**src/rtl/instr_issue.sv**
```systemverilog
// Program buffer that is loaded word by word while idle, then replayed as
// one-cycle issue strobes spaced GAP idle cycles apart until the execution side ends the run.
//
// state      | meaning
// S_IDLE     | accept program writes / clear, wait for start
// S_RUN      | issuing stored words, one every GAP+1 cycles
// S_WAIT_END | all words issued, waiting for computation_end
// S_DONE     | one-cycle done pulse, back to S_IDLE
module instr_issue #(
    parameter int DATA_LEN = 16,
    parameter int DEPTH    = 16,
    parameter int GAP      = 0
) (
    input  logic                      clk,
    input  logic                      rst,
    input  logic                      wr_en,
    input  logic [DATA_LEN-1:0]       wr_data,
    input  logic                      clear,
    input  logic                      start,
    input  logic                      computation_end,
    output logic                      rd,
    output logic [DATA_LEN-1:0]       data_out,
    output logic [$clog2(DEPTH):0]    count,
    output logic                      full,
    output logic                      busy,
    output logic                      done
);

    localparam int AW = $clog2(DEPTH);
    localparam int CW = AW + 1;
    localparam logic [7:0] GAP_LD = 8'(GAP);

    typedef enum logic [1:0] {S_IDLE, S_RUN, S_WAIT_END, S_DONE} state_t;

    state_t              state, state_nxt;
    logic [DATA_LEN-1:0] mem [DEPTH];
    logic [AW-1:0]       idx;
    logic [7:0]          gap_cnt;
    logic                issue, last_word, do_write, do_start;

    assign full      = (count == CW'(DEPTH));
    assign issue     = (state == S_RUN) && (gap_cnt == 8'd0);
    assign last_word = ({1'b0, idx} == count - CW'(1));
    // clear outranks wr_en, and wr_en outranks start
    assign do_write  = (state == S_IDLE) && !clear && wr_en && !full;
    assign do_start  = (state == S_IDLE) && !clear && !wr_en && start && (count != '0);

    always_ff @(posedge clk or negedge rst) begin
        if (!rst) state <= S_IDLE;
        else      state <= state_nxt;
    end

    always_comb begin
        state_nxt = state;
        rd        = 1'b0;
        data_out  = '0;
        busy      = 1'b0;
        done      = 1'b0;
        case (state)
            S_IDLE: begin
                if (do_start) state_nxt = S_RUN;
            end
            S_RUN: begin
                busy = 1'b1;
                rd   = issue;
                if (issue) data_out = mem[idx];
                if (computation_end)         state_nxt = S_DONE;
                else if (issue && last_word) state_nxt = S_WAIT_END;
            end
            S_WAIT_END: begin
                busy = 1'b1;
                if (computation_end) state_nxt = S_DONE;
            end
            S_DONE: begin
                done      = 1'b1;
                state_nxt = S_IDLE;
            end
            default: state_nxt = S_IDLE;
        endcase
    end

    always_ff @(posedge clk or negedge rst) begin
        if (!rst) begin
            count   <= '0;
            idx     <= '0;
            gap_cnt <= '0;
        end else if (state == S_IDLE) begin
            if (clear)         count <= '0;
            else if (do_write) count <= count + CW'(1);
            if (do_start) begin
                idx     <= '0;
                gap_cnt <= '0;
            end
        end else if (state == S_RUN) begin
            if (issue) begin
                if (!last_word && !computation_end) begin
                    idx     <= idx + AW'(1);
                    gap_cnt <= GAP_LD;
                end
            end else begin
                gap_cnt <= gap_cnt - 8'd1;
            end
        end
    end

    // Storage is not reset: count alone defines which entries are valid.
    always_ff @(posedge clk) begin
        if (do_write) mem[count[AW-1:0]] <= wr_data;
    end

endmodule

```
**config.mk**
```make
export PLATFORM = sky130hd
export DESIGN_NAME = instr_issue
export DESIGN_NICKNAME = d
export VERILOG_FILES = /design/src/rtl/instr_issue.sv
export SDC_FILE = /design/constraint.sdc
export NUM_CORES = 1
export LEC_CHECK = 0
export CORE_MARGIN = 2
export CORE_UTILIZATION = 50
export CTS_BUF_LIST = sky130_fd_sc_hd__clkbuf_4 sky130_fd_sc_hd__clkbuf_8 sky130_fd_sc_hd__clkbuf_16
export DETAILED_ROUTE_END_ITERATION = 12
export DONT_BUFFER_PORTS = 1
export PLACE_DENSITY = 0.71
export SLEW_MARGIN = 40
export SYNTH_ARGS = -nofsm -noshare
export SYNTH_HDL_FRONTEND = slang
export SYNTH_SLANG_ARGS = --single-unit
```
**constraint.sdc**
```tcl
create_clock -name clk -period 6.9 [get_ports clk]
set_input_delay 1.38 -clock clk [delete_from_list [all_inputs] [get_ports clk]]
set_output_delay 1.38 -clock clk [all_outputs]
set_load 0.03 [all_outputs]
```
After elaboration in Yosys (flattened, before gate mapping)
Memories as Yosys holds them, arrays and structs flattened. Cells that the tools add are included.

Add/sub/neg operators: 4. $mul: 0. Divide/modulo/power cells: 0. $lt $le $gt $ge: 0. Equality and inequality tests: 9. Shift-type cells: 0. Muxes and demuxes: 24. Bitwise gates (word level): 0. Reductions and logical operators: 26.

Operator list (count): 8-bit two-way mux (5); 16-bit two-way mux (2); 4-bit two-way mux (5); 5-bit two-way mux (2); 1-bit logical AND (9); 8-bit zero test (1); 2-bit two-way mux (4); 2-bit case mux with 4 select lines (1); 2-bit nonzero test (4); 8-bit by 1-bit subtractor with 8-bit output, second input constant (1); 3-bit AND reduction (2); 5-bit by 1-bit adder with 5-bit output, second input constant (1); 4-bit by 5-bit == test with 1-bit output (1); 5-bit == test, second input constant (1); 1-bit zero test (5); 1-bit two-way mux (5); 5-bit nonzero test (1); 5-bit by 1-bit subtractor with 5-bit output, second input constant (1); 4-bit by 1-bit adder with 4-bit output, second input constant (1); 2-bit == test, second input constant (2); 2-bit inequality test, second input constant (2); 4-bit AND reduction (1); 3-bit by 1-bit inequality test with 1-bit output, second input constant (1); 3-bit by 2-bit inequality test with 1-bit output, second input constant (1); other kinds (4) (4).

Bits in registers: 19. Bits in latches: 0. Bits in writable memories: 256. Bits in read-only memories: 0. Input bits: 22. Output and inout port bits: 25. Logic and storage cells: 68. Memories kept: 1.

Memories: mem (depth 16, bits a word 16, rd ports 1, clocked after Yosys merged registers in 0, wr ports 1, RTL line 36) `logic [DATA_LEN-1:0] mem [DEPTH];`.

Depth between registers and ports, before layout
Gate-level depths: netlist (run 1).

Depth after elaboration: 8. Depth in mapped cells: 9. Mapped depth without buffers: 8.

Worst setup path after synthesis (run 1)
OpenSTA, ideal clock, no wires.

Path kind: register -> output. Start point: reg state[1]. End point: out data_out[10]. Arrival time: 2.123 ns. Required time: 5.520 ns. Setup slack: 3.397 ns. Stages on the path, launching flop included: 8. Path buffers: 1. Cells stage by stage: dfrtp_1 -> inv_1 -> ha_1 -> and2b_1 -> nand4_1 -> inv_2 -> clkbuf_1 -> and2_1.

Word-level cells in the longest chain between the ends: 4.

RTL lines: start, declared (RTL line 35) `state_t state, state_nxt;`; start signal, assigned (RTL line 50) `else state <= state_nxt;`; 2-bit by 1-bit == test with 1-bit output (*) (RTL line 42, 59); 1-bit logical AND (RTL line 42) `assign issue = (state == S_RUN) && (gap_cnt == 8'd0);`; 16-bit two-way mux (RTL line 66) `if (issue) data_out = mem[idx];`; 16-bit two-way mux (*) (RTL line 59) `case (state)`; end, declared (RTL line 22) `output logic [DATA_LEN-1:0] data_out,`.

Every way passes the cells marked *; elsewhere a longest branch is shown, timed or not.

Worst setup path in the final report (run 1)
Start point: reg state[1]. End point: out data_out[1].

Same word-level chain as after synthesis.

==> results.tsv, run 1 <==
stage	metric	value	unit
synth	most common cell in the netlist	edfxtp_1	
timing	Max Slew Vio Count	0	
floorplan	Cell Rows	55	
critical_path	CP endpoint kind	output port	
clock_tree	CTS tree	yes	
cells_and_area	fraction of layout cells with a size suffix above 1	0.253	
routing	vias per cell	6.14	
clock_tree	post-CTS setup buffers	0	
clock_tree	Clock Sinks	275	
clock_tree	post-CTS resize count	0	
power	Power, Total	4.38	mW
global_routing	GR Overflow Total	0	
power	Switching Share	0.272	
place	DP Wirelength	12500	um
timing	minimum clock period	4.54	ns
synth	post-synthesis simple-gate area fraction	0.0451	
critical_path	CP peak stage delay	0.62	ns
routing	DRC	0	
global_routing	largest net degree at the start of global routing	41	
power	PwrDens	351	nW/um2
power	Clock power frac	0.326	
power	Pleak	3.94	nW
power	Int Power	3.19	mW
routing	vias	5352	
cells_and_area	Area Growth Syn to Fin	10.4	%
synth	Synth area leaders	edfxtp_1 68%, mux4_2 15%, dfrtp_1 4.2%	
clock_tree	Post-CTS Hold Buffers	0	
power	Flop pwr share	0.462	
synth	Seq/Total Area, Yosys	0.722	
clock_tree	Max Root-Sink Buffers	3	
clock_tree	H-tree levels	1	
synth	Synth area leader	edfxtp_1	
min_path	hold crit path type	input port to async pin	
floorplan	Ports	47	
clock_tree	clk root buf	clkbuf_16	
synth	ys async rst share	0.0691	
floorplan	Initial Util	0.504	
timing	final setup vio count	0	
floorplan	DIE HEIGHT	154	um
synth	register bit total from synthesis	275	
critical_path	WP buf/inv	2	
synth	Post-synth top cells	256 x edfxtp_1, 75 x mux4_2, 30 x and2_1	
timing	final-report hold violation count	0	
place	dpl cell area	11600	um2
place	routability cong.	0.768	
synth	Compound-Gate Fraction of Synth Area	0.0281	
power	combinational share of power	0.212	
floorplan	die width	154	um
synth	post-synthesis cell area	11300	um2
outcome	outcome	finished clean	
timing	TNS Setup	0	ns
synth	XOR/XNOR Fraction of Synth Area	0.00985	
power	peak supply drop	0.180	mV
synth	Mapped Nets	586	
synth	mux cell area share after synthesis	0.164	
global_routing	initial antenna violation count	0	
timing	Setup Skew	0.0139	ns
synth	synthesized area per cell	20.5	um2
place	IO buf count	0	
timing	maximum clock frequency	220	MHz
critical_path	Crit-path slowest cell	inv_2	
timing	Worst Max-Slew Pin Slew	0.721	ns
floorplan	DIE AREA	23800	um2
global_routing	vias in the first global route	5661	
cells_and_area	fill count	1610	
timing	relative slew slack	0.519	
cells_and_area	Diodes inserted	0	
cells_and_area	Nets	598	
critical_path	WS Path Type	register to output port	
synth	Post-synth EDFFs	256	
synth	top_reg_cell synth	edfxtp_1	
routing	ANT nets after route	0	
synth	synth warn	0	
critical_path	Startpoint Class	register	
synth	main combinational cell family by area after synthesis	multiplexers	
timing	Final period util	0.657	
routing	initial DRC count	420	
synth	Synth top area share	0.680	
routing	drt pass-1 iters	6	
critical_path	Arr. time, crit path	3.16	ns
cells_and_area	Post-Layout Inst Area	12500	um2
synth	Post-Synth Adder-Cell Area	0.0133	
floorplan	CORE AREA	22400	um2
timing	Hold WS	0.528	ns
critical_path	worst-path fanout max	22	
synth	number of standard cells after synthesis	552	
routing	drt wl/cell	25.9	um
critical_path	Worst EP required	5.52	ns
clock_tree	Clock Latency Late Sink	0.54	ns
clock_tree	total CTS buffers	28	
timing	RSZ-0062 raised after global routing	no	
routing	final WL	22600	um
critical_path	worst path cell trace	inv_1 > ha_1 > and2b_1 > nand4_1 > inv_2 > and2_1	
run	Max Cap Viol	0	
critical_path	top cell family by delay on the critical path	simple AND/OR/NAND/NOR gates	
clock_tree	clk slew on worst S/H paths	0.06	ns
global_routing	gr usage total	0.194	
synth	synth unique cells	55	
power	NetSw	1.19	mW
global_routing	first-pass GRT wire length	34400	um
[state kept, by name (all words and copies together), names as in the netlist]
| signal | count |
|---|---|
| state | 2 |
| gap_cnt | 8 |
| count | 5 |
| idx | 4 |
| mem | 256 |
[final cells by class]
type                       instances  area [um2]  area share
clock buffer                      33         738      0.0591
clock inverter                    19         143      0.0114
inverter                          12        45.0     0.00361
multi-input combinational        238        2950       0.237
sequential                       275        8170       0.654
tap                              285         357      0.0286
timing repair buffer               9        80.1     0.00641
[power groups by stage]
stage | Sequential, mW | Combinational [mW] | Clock, mW
2_1_floorplan | 1.99 | 0.848 | 0
3_3_place_gp | 2.10 | 0.859 | 0
3_5_place_dp | 2.06 | 0.942 | 0
4_1_cts | 2.03 | 0.947 | 1.44
5_1_grt | 2.04 | 1.01 | 1.51
6_report | 2.03 | 0.929 | 1.43
[layout by cell type (no fill, tap or decap), drive strengths merged, types with 2 or more instances in the layout]
master / n
a211oi: 3
a21oi: 8
a31o: 3
a32o: 3
and2: 30
and3: 4
buf: 9
clkbuf: 33
clkinv: 16
dfrtp: 19
edfxtp: 256
ha: 12
inv: 14
mux2i: 3
mux4: 80
nand2: 16
nand2b: 2
nand3: 3
nand4: 3
nor2: 13
nor2b: 4
nor3: 5
nor3b: 3
nor4b: 2
o21ai: 8
o22ai: 3
xnor2: 7
xor2: 3
[cell families (layout without fill, tap and decap cells)]
| group | count (synthesis) | count (layout) |
|---|---|---|
| DFF | 275 | 275 |
| and+or+nand+nor | 90 | 90 |
| muxes | 83 | 83 |
| AOI/OAI and AO/OA | 42 | 42 |
| buffers and inverters | 39 | 73 |
| adders and majority gates | 12 | 12 |
| xor gates and xnor gates | 11 | 11 |
[stage by stage]
stage          setup WS (ns)  instances  utilization
2_1_floorplan           3.40        552            -
3_3_place_gp            2.55        818        0.516
3_5_place_dp            2.97        819        0.517
4_1_cts                 2.37        871        0.557
5_1_grt                 2.16        871        0.557
6_report                2.36        871        0.557
[final timing paths]
path,depth (start not counted),endpoint,startpoint,slack [ns]
max,6,data_out[1],state[1]$_DFFE_PN0P_,2.36
min,0,state[0]$_DFFE_PN0P_,rst,0.53
max reg2reg,6,mem[3][7]$_DFFE_PP_,state[0]$_DFFE_PN0P_,3.61
min reg2reg,1,gap_cnt[1]$_DFFE_PN0P_,gap_cnt[1]$_DFFE_PN0P_,0.55
max in group asynchronous,0,idx[0]$_DFFE_PN0P_,rst,6.29
min in group clk,1,gap_cnt[1]$_DFFE_PN0P_,gap_cnt[1]$_DFFE_PN0P_,0.55
[routing by layer]
metal,part of all wire,vias up,routed length (um),GRT usage
met4,0.021,0,481,0.0520
met5,0,-,0,0
li1,-,2301,-,-
met3,0.067,45,1510,0.0446
met2,0.51,173,11600,0.335
met1,0.40,2833,9030,0.251
(Power assumes the default switching activity.)
==> run 2: changes to the inputs <==
- PLACE_DENSITY: 0.71 -> 0.74
- clock period: 6.9 -> 4.07 ns (I/O delays scaled with it)
==> results.tsv, run 2 (synthesized netlist as in run 1, its figures left out) <==
stage	metric	value	unit
critical_path	Startpoint Class	register	
clock_tree	total CTS buffers	28	
power	Flop pwr share	0.448	
timing	maximum clock frequency	261	MHz
outcome	outcome	finished clean	
place	IO buf count	0	
floorplan	DIE HEIGHT	154	um
clock_tree	post-CTS setup buffers	0	
cells_and_area	Diodes inserted	0	
timing	minimum clock period	3.84	ns
routing	vias per cell	6.16	
cells_and_area	Post-Layout Inst Area	12700	um2
routing	initial DRC count	565	
cells_and_area	commonest non-fill, non-tap cells in the layout	256 x edfxtp_1, 75 x mux4_2, 30 x and2_1	
clock_tree	clk root buf	clkbuf_16	
floorplan	die width	154	um
power	NetSw	2.10	mW
critical_path	CP endpoint kind	output port	
routing	DRC	0	
place	DP Wirelength	13400	um
timing	RSZ-0062 raised after global routing	no	
power	Int Power	5.55	mW
floorplan	Cell Rows	55	
clock_tree	clk slew on worst S/H paths	0.06	ns
place	dpl cell area	11800	um2
critical_path	Reg2Reg Setup Slack	0.90	ns
timing	Hold WS	0.227	ns
global_routing	GR Overflow Total	0	
cells_and_area	Area Growth Syn to Fin	12.3	%
cells_and_area	max reg flops	256	
routing	final WL	23400	um
critical_path	Arr. time, crit path	3.02	ns
clock_tree	Clock Latency Late Sink	0.54	ns
run	Max Cap Viol	0	
global_routing	largest net degree at the start of global routing	50	
power	Pleak	4.02	nW
clock_tree	post-CTS resize count	0	
min_path	hold crit path type	input port to async pin	
critical_path	Worst EP required	3.26	ns
cells_and_area	post-layout util	0.566	
routing	drt pass-1 iters	5	
timing	final setup vio count	0	
global_routing	gr usage total	0.203	
power	peak supply drop	0.462	mV
routing	drt wl/cell	26.5	um
floorplan	Initial Util	0.504	
clock_tree	CTS tree	yes	
critical_path	WS Path Type	register to output port	
cells_and_area	commonest non-fill, non-tap cell in the layout	edfxtp_1	
cells_and_area	fill count	1636	
floorplan	DIE AREA	23800	um2
timing	Setup Skew	0.0141	ns
clock_tree	H-tree levels	1	
timing	TNS Setup	0	ns
cells_and_area	fraction of layout cells with a size suffix above 1	0.247	
global_routing	initial antenna violation count	0	
timing	relative slew slack	0.498	
floorplan	Ports	47	
routing	vias	5450	
timing	final-report hold violation count	0	
global_routing	vias in the first global route	5792	
clock_tree	Clock Sinks	275	
clock_tree	Max Root-Sink Buffers	3	
power	combinational share of power	0.224	
timing	Max Slew Vio Count	0	
routing	ANT nets after route	0	
global_routing	first-pass GRT wire length	35700	um
cells_and_area	Nets	613	
critical_path	worst-path fanout max	22	
timing	Final period util	0.943	
floorplan	CORE AREA	22400	um2
power	PwrDens	602	nW/um2
power	Switching Share	0.274	
place	routability cong.	0.788	
timing	Worst Max-Slew Pin Slew	0.751	ns
power	Clock power frac	0.328	
[run 2: cell count changes in the layout (fill, tap and decap cells not counted), sizes merged]
cell	change
buf	+15
bufinv	+2
clkbuf	-2
inv	-1
clkinv	-3
clkinvlp	+3
[run 2: final timing paths]
check / startpoint / end / depth (start not counted)
worst min register to register: gap_cnt[1]$_DFFE_PN0P_ / gap_cnt[1]$_DFFE_PN0P_ / 1
max in group asynchronous: rst / idx[0]$_DFFE_PN0P_ / 1
worst max register to register: state[0]$_DFFE_PN0P_ / mem[11][7]$_DFFE_PP_ / 6
worst min-delay path: rst / count[0]$_DFFE_PN0P_ / 1
min in group clk: clear / count[3]$_DFFE_PN0P_ / 1
worst max-delay path: state[1]$_DFFE_PN0P_ / data_out[1] / 6
[run 2: cell type report]
cell class / count / area (um2) / area share
flip-flops and latches: 275 / 8170 / 0.643
repair buffers: 24 / 278 / 0.0219
multi-input cells: 238 / 2940 / 0.232
well taps: 285 / 357 / 0.0281
inverters: 12 / 45.0 / 0.00355
clock inverters: 20 / 186 / 0.0147
clock buffers: 31 / 723 / 0.0570
[run 2: per-layer routing]
layer / global-route usage / part of all wire
met3: 0.0471 / 0.073
met2: 0.346 / 0.51
met4: 0.0556 / 0.024
met5: 0 / 0
met1: 0.267 / 0.40
[run 2: what timing repair did]
item / 4_1_cts / 5_1_grt
setup endpoints to repair: 0 / 0
hold buffers: 1 / 0
hold endpoints to repair: 19 / 0
[run 2: critical path, cell delays in order, from the launching register on]
cell	delay [ns]
dfrtp_1	0.44
inv_1	0.16
ha_1	0.35
and2b_1	0.21
nand4_1	0.31
inv_2	0.60
and2_1	0.41
[run 2: metrics by stage]
stage	cells	setup WS [ns]	total power, mW
global route	885	0.0250	7.96
CTS	885	0.217	7.71
global placement	833	0.948	5.12
finish	885	0.234	7.65
floorplan	552	1.13	4.82
detailed placement	833	0.794	5.20
[run 2: power by group through the flow]
stage / combinational (mW) / clock, mW / sequential, mW
floorplan: 1.44 / 0 / 3.38
global placement: 1.65 / 0 / 3.47
detailed placement: 1.71 / 0 / 3.49
CTS: 1.73 / 2.56 / 3.43
global route: 1.86 / 2.66 / 3.44
finish: 1.71 / 2.51 / 3.43
